===== src/rtl/instr_encoder_pkg.sv =====
// Shared RISC-V opcode constants, halt word and loader state type.
// The processor's control decoder imports the same opcode constants.
package instr_encoder_pkg;

    localparam logic [6:0] OP_R    = 7'b0110011;
    localparam logic [6:0] OP_I    = 7'b0010011;
    localparam logic [6:0] OP_LOAD = 7'b0000011;
    localparam logic [6:0] OP_S    = 7'b0100011;
    localparam logic [6:0] OP_B    = 7'b1100011;
    localparam logic [6:0] OP_J    = 7'b1101111;
    localparam logic [6:0] OP_JALR = 7'b1100111;
    localparam logic [6:0] OP_U    = 7'b0110111;

    localparam logic [31:0] HALT_WORD = 32'h0000_0000;

    typedef enum logic [1:0] {
        ACCEPT,
        WRITE,
        HALTW,
        DONE
    } enc_state_e;

endpackage


===== src/rtl/instr_encoder_pack.sv =====
// Combinational packing of instruction fields into a 32-bit RISC-V word.
// known is low for unsupported opcodes, which pack to all zeros.
module instr_pack
    import instr_encoder_pkg::*;
(
    input  logic [6:0]  opcode,
    input  logic [4:0]  rd,
    input  logic [4:0]  rs1,
    input  logic [4:0]  rs2,
    input  logic [2:0]  funct3,
    input  logic [6:0]  funct7,
    input  logic [31:0] imm,
    output logic [31:0] word,
    output logic        known
);

    always_comb begin
        word  = 32'h0;
        known = 1'b1;
        case (opcode)
            OP_R:
                word = {funct7, rs2, rs1, funct3, rd, opcode};
            OP_I, OP_LOAD, OP_JALR:
                word = {imm[11:0], rs1, funct3, rd, opcode};
            OP_S:
                word = {imm[11:5], rs2, rs1, funct3, imm[4:0], opcode};
            // imm[0] is implicit zero for branch targets and is dropped
            OP_B:
                word = {imm[12], imm[10:5], rs2, rs1, funct3, imm[4:1], imm[11], opcode};
            OP_U:
                word = {imm[31:12], rd, opcode};
            OP_J:
                word = {imm[20], imm[10:1], imm[11], imm[19:12], rd, opcode};
            default: begin
                word  = 32'h0;
                known = 1'b0;
            end
        endcase
    end

endmodule


===== src/rtl/instr_encoder.sv =====
// Program loader: packs instruction bundles, writes them to instruction memory
// in order, and terminates the image with a halt word.
module instr_encoder
    import instr_encoder_pkg::*;
#(
    parameter int DEPTH  = 256,
    parameter int ADDR_W = $clog2(DEPTH)
) (
    input  logic              clk,
    input  logic              rstN,
    input  logic              inValid,
    output logic              inReady,
    input  logic [6:0]        inOpcode,
    input  logic [4:0]        inRd,
    input  logic [4:0]        inRs1,
    input  logic [4:0]        inRs2,
    input  logic [2:0]        inFunct3,
    input  logic [6:0]        inFunct7,
    input  logic [31:0]       inImm,
    input  logic              inLast,
    output logic              memWe,
    output logic [ADDR_W-1:0] memAddr,
    output logic [31:0]       memWdata,
    input  logic              memAck,
    input  logic              restart,
    output logic              done,
    output logic              error,
    output logic              full,
    output logic [ADDR_W:0]   count
);

    localparam logic [ADDR_W-1:0] LAST_ADDR = ADDR_W'(DEPTH - 1);
    localparam logic [ADDR_W-1:0] PTR_ONE   = 1;
    localparam logic [ADDR_W:0]   CNT_ONE   = 1;

    enc_state_e        state_q, state_d;
    logic [ADDR_W-1:0] ptr_q, ptr_d;
    logic [ADDR_W:0]   count_q, count_d;
    logic [31:0]       word_q, word_d;
    logic              last_q, last_d;
    logic              skip_halt_q, skip_halt_d;
    logic              error_q, error_d;
    logic              full_q, full_d;

    logic [31:0]       packed_word;
    logic              packed_known;

    instr_pack u_pack (
        .opcode (inOpcode),
        .rd     (inRd),
        .rs1    (inRs1),
        .rs2    (inRs2),
        .funct3 (inFunct3),
        .funct7 (inFunct7),
        .imm    (inImm),
        .word   (packed_word),
        .known  (packed_known)
    );

    always_ff @(posedge clk or negedge rstN) begin
        if (!rstN) begin
            state_q     <= ACCEPT;
            ptr_q       <= '0;
            count_q     <= '0;
            word_q      <= '0;
            last_q      <= 1'b0;
            skip_halt_q <= 1'b0;
            error_q     <= 1'b0;
            full_q      <= 1'b0;
        end else begin
            state_q     <= state_d;
            ptr_q       <= ptr_d;
            count_q     <= count_d;
            word_q      <= word_d;
            last_q      <= last_d;
            skip_halt_q <= skip_halt_d;
            error_q     <= error_d;
            full_q      <= full_d;
        end
    end

    always_comb begin
        state_d     = state_q;
        ptr_d       = ptr_q;
        count_d     = count_q;
        word_d      = word_q;
        last_d      = last_q;
        skip_halt_d = skip_halt_q;
        error_d     = error_q;
        full_d      = full_q;
        inReady     = 1'b0;
        memWe       = 1'b0;
        memAddr     = ptr_q;
        memWdata    = word_q;
        done        = 1'b0;

        case (state_q)
            ACCEPT: begin
                inReady = 1'b1;
                if (inValid) begin
                    word_d      = packed_word;
                    last_d      = inLast | ~packed_known;
                    skip_halt_d = ~packed_known;
                    if (!packed_known) begin
                        error_d = 1'b1;
                    end
                    state_d = WRITE;
                end
            end
            WRITE: begin
                memWe = 1'b1;
                if (memAck) begin
                    ptr_d   = ptr_q + PTR_ONE;
                    count_d = count_q + CNT_ONE;
                    // an unknown opcode's zero word already acts as the halt
                    if (skip_halt_q) begin
                        state_d = DONE;
                    end else if (last_q) begin
                        state_d = HALTW;
                    end else if (ptr_d == LAST_ADDR) begin
                        state_d = HALTW;
                        full_d  = 1'b1;
                    end else begin
                        state_d = ACCEPT;
                    end
                end
            end
            HALTW: begin
                memWe    = 1'b1;
                memWdata = HALT_WORD;
                if (memAck) begin
                    count_d = count_q + CNT_ONE;
                    state_d = DONE;
                end
            end
            DONE: begin
                done = 1'b1;
                if (restart) begin
                    ptr_d   = '0;
                    count_d = '0;
                    error_d = 1'b0;
                    full_d  = 1'b0;
                    state_d = ACCEPT;
                end
            end
            default: state_d = ACCEPT;
        endcase
    end

    assign error = error_q;
    assign full  = full_q;
    assign count = count_q;

endmodule


===== config.mk =====
export PLATFORM = sky130hd
export DESIGN_NAME = instr_encoder
export DESIGN_NICKNAME = d
export VERILOG_FILES = /design/src/rtl/instr_encoder_pkg.sv /design/src/rtl/instr_encoder_pack.sv /design/src/rtl/instr_encoder.sv
export SDC_FILE = /design/constraint.sdc
export NUM_CORES = 1
export LEC_CHECK = 0
export CORE_MARGIN = 1
export CORE_UTILIZATION = 41
export CTS_CLUSTER_SIZE = 28
export DETAILED_ROUTE_END_ITERATION = 10
export GPL_ROUTABILITY_DRIVEN = 0
export GPL_TIMING_DRIVEN = 0
export PLACE_DENSITY = 0.88
export SLEW_MARGIN = 10
export SYNTH_ARGS = -nofsm -noshare
export SYNTH_HDL_FRONTEND = slang
export SYNTH_SLANG_ARGS = --single-unit

===== constraint.sdc =====
create_clock -name clk -period 1.75 [get_ports clk]
set_input_delay 0.525 -clock clk [delete_from_list [all_inputs] [get_ports clk]]
set_output_delay 0.525 -clock clk [all_outputs]
set_load 0.05 [all_outputs]

# == After elaboration in Yosys (flattened, before gate mapping) ==
# Cells that the tools add are included.
# op_classes
bitwise,2
add_sub_neg,2
mux,29
eq_ne,21
n_reduce_logical,13
# op_table
operator,count
case mux 32 bit (6 select lines),1
two-way mux 32 bit,1
equality test 7 x 6 -> 1 bit (second input constant),3
equality test 7 bit (second input constant),3
two-way mux 9 bit,2
case mux 9 bit (2 select lines),1
two-way mux 8 bit,2
inequality test 2 bit (second input constant),8
case mux 8 bit (2 select lines),1
two-way mux 2 bit,7
two-way mux 1 bit,11
adder 9 x 1 -> 9 bit (second input constant),1
adder 8 x 1 -> 8 bit (second input constant),1
equality test 8 bit (second input constant),1
case mux 2 bit (4 select lines),1
AND reduction 4 bit,2
OR reduction 8 bit,1
equality test 7 x 2 -> 1 bit (second input constant),1
equality test 7 x 5 -> 1 bit (second input constant),1
AND reduction 3 bit,2
AND reduction 6 bit,1
nonzero test 2 bit,3
equality test 2 bit (second input constant),2
case mux 1 bit (2 select lines),2
8 further kinds,8
# word_totals
reg_bits,55
word_cells,75
input_bits,70
output_inout_bits,54

# == Longest topological paths before layout ==
# logic_depth
word_depth,7
depth_mapped,8
depth_no_buf,7

# == By module ==
# A second synthesis with hierarchy kept.
# unflattened
cells_unflattened,343
area_unflattened_um2,3362.0
# by_module_without_submodules
module,seq_area_each_um2,cells_per_inst,instances,area_each_um2
instr_encoder,1376.3,249,1,2685.1
instr_pack,0.0,94,1,676.9

# == Worst setup path before layout ==
# Ideal clock, no wire load.
# synth_path
path_type,register to register
start,reg with a tool-made name
end,"reg count_q[5], in the netlist count[5]"
period_less_slack_ns,2.197
n_path_buf,1
arrival_time_ns,2.119
slack_ns,-0.447
stages_incl_launch_ff,9
t_required_ns,1.672
cell_sequence,dfrtp_1 > inv_1 > ha_1 > mux2_4 > and2_4 > buf_6 > nand4_4 > or3_1 > a21oi_1
# synth_lines
item,line,rtl
"end signal, assigned",instr_encoder.sv:73,count_q <= count_d;
"end, declared",instr_encoder.sv:38,"logic [ADDR_W:0] count_q, count_d;"

# == Worst setup path after layout ==
# layout_path
start,reg state_q[0]
end,out memWdata[20]
# layout_between
elab_chain_cells,2
# layout_rtl
item,line,rtl
"start, declared",instr_encoder.sv:36,"enc_state_e state_q, state_d;"
"start signal, assigned",instr_encoder.sv:71,state_q <= state_d;
equality test 2 bit,instr_encoder.sv:97,case (state_q)
two-way mux 32 bit,instr_encoder.sv:97,
"end, declared",instr_encoder.sv:23,"output logic [31:0] memWdata,"
# Every way passes these cells.

==> flow_summary_export.csv <==
group,metric,value,unit
run_status,status,"finished with violations",
run_status,violations,"negative setup slack",
cts,cts-root-buf,"clkbuf_8",
route,via_per_inst,5.47,
timing,finalCritPeriodShare,1.19,
floorplanning,floorplan.initialDensity,0.428,
critical_path,crit_family,"buffers and inverters",
critical_path,crit_required,1.22,ns
route,drt_iter0_markers,200,
timing,timing.hold.ws,0.181,ns
cts,clock_path_buffers,2,
layout,drive_gt1_frac,0.364,
yosys,syn-instance-count,382,
yosys,syn_area,0.00334,mm^2
yosys,synth.ff_latch_count,55,
timing,finalHoldViolations,0,
cts,insertion_delay,0.32,ns
yosys,synth-edff-count,0,
cts,htree_num_levels,2,
global_route,met2_usage,0.442,
yosys,synth.yosys.seq_area_share,0.412,
critical_path,crit_path_top_delay_cell,"dfrtp_2",
job,timing.max_cap.violations,0,
floorplanning,fp.dieArea,0.00851,mm^2
cts,cts_hold_buf,0,
timing,relSlewSlack,0.625,
layout,diodes,0,
critical_path,r2r_end,"count[4]$_DFFE_PN0P_",
timing,skew,0.00466,ns
floorplanning,core_area,0.00781,mm^2
global_route,grt_usage,0.255,
critical_path,cpPeakStageDelay,0.41,ns
layout,seq_area,0.00138,mm^2
timing,grt_setup_unrepaired,"yes",
global_route,use_met1,0.320,
timing,fmax,478,MHz
global_route,antenna_found_initial,0,
route,drc,0,
place,place_ws,-0.883,ns
critical_path,crit_buf_inv,4,
critical_path,endpoint_kind,"primary output",
global_route,busiest_layer,"met2",
place,port_buffers,122,
route,wire_per_inst,16.9,um
timing,setup_viol,52,
critical_path,crit_arrival,1.57,ns
yosys,ys.warnings.count,0,
yosys,synth.avg_cell_area,8.74,um^2
global_route,grt_overflow_total,0,
layout,mostFrequentLayoutCells,"clkdlybuf4s50_1, dfrtp_1, nand2_1, nor2_1",
route,firstDrtPassIters,5,
yosys,ys_types,53,
pwr,p_per_area,1350,mW/mm^2
route,wl,10.8,mm
pwr,leakage,2.43,nW
cts,cts_buffers,5,
place,dp_hpwl,7.31,mm
critical_path,crit_type,"reg -> out",
floorplanning,die_h,92.2,um
yosys,synthArstFlopShare,1.00,
layout,areaGrowthSynthToFinish,73.7,%
critical_path,r2r_cells,10,
cts,cts_num_sinks,55,
floorplanning,pin_count,124,
route,num_vias,3502,
global_route,grt_pass1_vias,3495,
route,ant_nets,0,
critical_path,rrSetupSlack,-0.26,ns
layout,multi_input_area,0.00233,mm^2
yosys,syn-num-nets,459,
layout,layout_commonest_cell,"clkdlybuf4s50_1",
timing,worst_pin_slew,0.563,ns
global_route,grt_pass1_wl,16.9,mm
critical_path,cp-start-kind,"flop",
cts,cts_tree,"built",
floorplanning,num_rows,32,
critical_path,startpoint,"state_q[0]$_DFFE_PN0P_",
layout,nets,614,
global_route,grt_max_degree,33,
critical_path,path_max_fanout,5,
timing,finalMaxSlewViolations,0,
critical_path,path_cells,"inv_4, ha_4, buf_12, clkbuf_16, nor2b_4, buf_6",
cts,path_clk_slew,0.10,ns
pwr,worst_ir_drop_vdd,0.746,mV
floorplanning,die_x,92.2,um
timing,finalCriticalPeriod,2.09,ns
timing,timing.final.ws_setup,-0.341,ns
yosys,ys.flop_type,"dfrtp_1",
global_route,grt_use_met3,0.0431,
layout,n_fill_cell,535,
worst_hold_path,holdCritPathClass,"in -> async",
==> logic make-up after synthesis <==
logic type	Yosys count	share of synthesized area
compound gates	101	0.195
xor+xnor	7	0.0184
fa+ha+maj	7	0.0262
buf+inv	26	0.0364
flops	55	0.412
mux	11	0.0356
simple gates	175	0.276
==> synth_stat cells (2+ instances only) <==
cell type	count	share of area
a221oi_1	5	0.013
and3b_1	3	0.0079
buf_2	4	0.0060
mux2i_1	7	0.021
mux2_2	3	0.010
clkbuf_1	10	0.011
o41ai_1	2	0.0052
nand2_1	47	0.053
o22ai_1	3	0.0056
nand3_2	2	0.0060
nand2b_1	4	0.0075
a21oi_1	17	0.025
xor2_1	7	0.018
dfrtp_1	55	0.41
nand3b_1	4	0.0090
a31oi_1	4	0.0075
and2_1	2	0.0037
inv_1	7	0.0079
nor3_1	3	0.0045
buf_4	3	0.0067
a21oi_2	2	0.0052
and3_1	7	0.013
or3_1	2	0.0037
o21ai_0	29	0.043
a21o_1	3	0.0067
nor2_1	43	0.048
nand4_1	4	0.0075
o21ai_1	8	0.012
o211ai_1	2	0.0045
nor3_2	2	0.0060
a22oi_1	16	0.036
o31ai_1	2	0.0045
nor2b_1	40	0.075
nand3_1	5	0.0075
ha_1	7	0.026
==> power breakdown <==
group	switching (W)	total, W	internal, W
sequential	0.000304	0.00188	0.00158
clock	0.000442	0.000914	0.000471
combinational	0.00276	0.00503	0.00227
==> worst register-to-register path: stages (launching register included) <==
cell     delay [ns]
dfrtp_2        0.44
buf_4          0.16
buf_12         0.12
ha_4           0.16
buf_8          0.14
mux2_4         0.27
and2_4         0.16
buf_6          0.13
nand4_1        0.10
xor2_1         0.17
nor2_1         0.06
==> worst max-delay path by stage <==
stage | endpoint | slack, ns | depth (start not counted)
floorplan | count[5]$_DFFE_PN0P_ | -0.16 | 8
global placement | memAddr[3]$_DFFE_PN0P_ | -1.73 | 1
detailed placement | memWdata[9] | -0.88 | 5
CTS | memWdata[1] | -0.32 | 6
global route | memWdata[20] | -0.36 | 6
finish | memWdata[20] | -0.34 | 6
==> state kept, by name, indices dropped and copies added (netlist names), named ones only <==
register	flops
count	9
full	1
error	1
memAddr	8
state_q	1
word_q	32
skip_halt_q	1
last_q	1
==> cell type report <==
cell class / instances / area share
multi-input combinational: 302 / 0.401
timing repair buffer: 150 / 0.277
sequential: 55 / 0.239
buffer: 16 / 0.0341
tap: 102 / 0.0220
clock buffer: 6 / 0.0142
clock inverter: 2 / 0.00669
inverter: 7 / 0.00583
==> metal layers <==
metal  vias up  part of all wire
met1      1690              0.41
met2       136              0.50
li1       1658                 -
met3        18             0.065
met4         0             0.020
met5         -                 0
==> metrics by stage <==
stage	TNS [ns]	total power (W)	instance area, um^2	instances	util
finish	-12.46	0.00782	5800	640	0.742
global route	-14.81	0.00818	5800	640	0.742
CTS	-11.45	0.00747	5610	634	0.718
detailed placement	-50.08	0.00583	5030	607	0.644
global placement	-132.06	0.00571	5010	606	0.642
floorplan	-5.03	0.00468	3660	382	-
==> timing repair <==
action	CTS	global route
gates cloned	4	1
pin swaps	10	4
buffers inserted	18	5
resized for setup	363	56
endpoints found under the setup margin	106	78
Power figures use the tool's default switching activity.
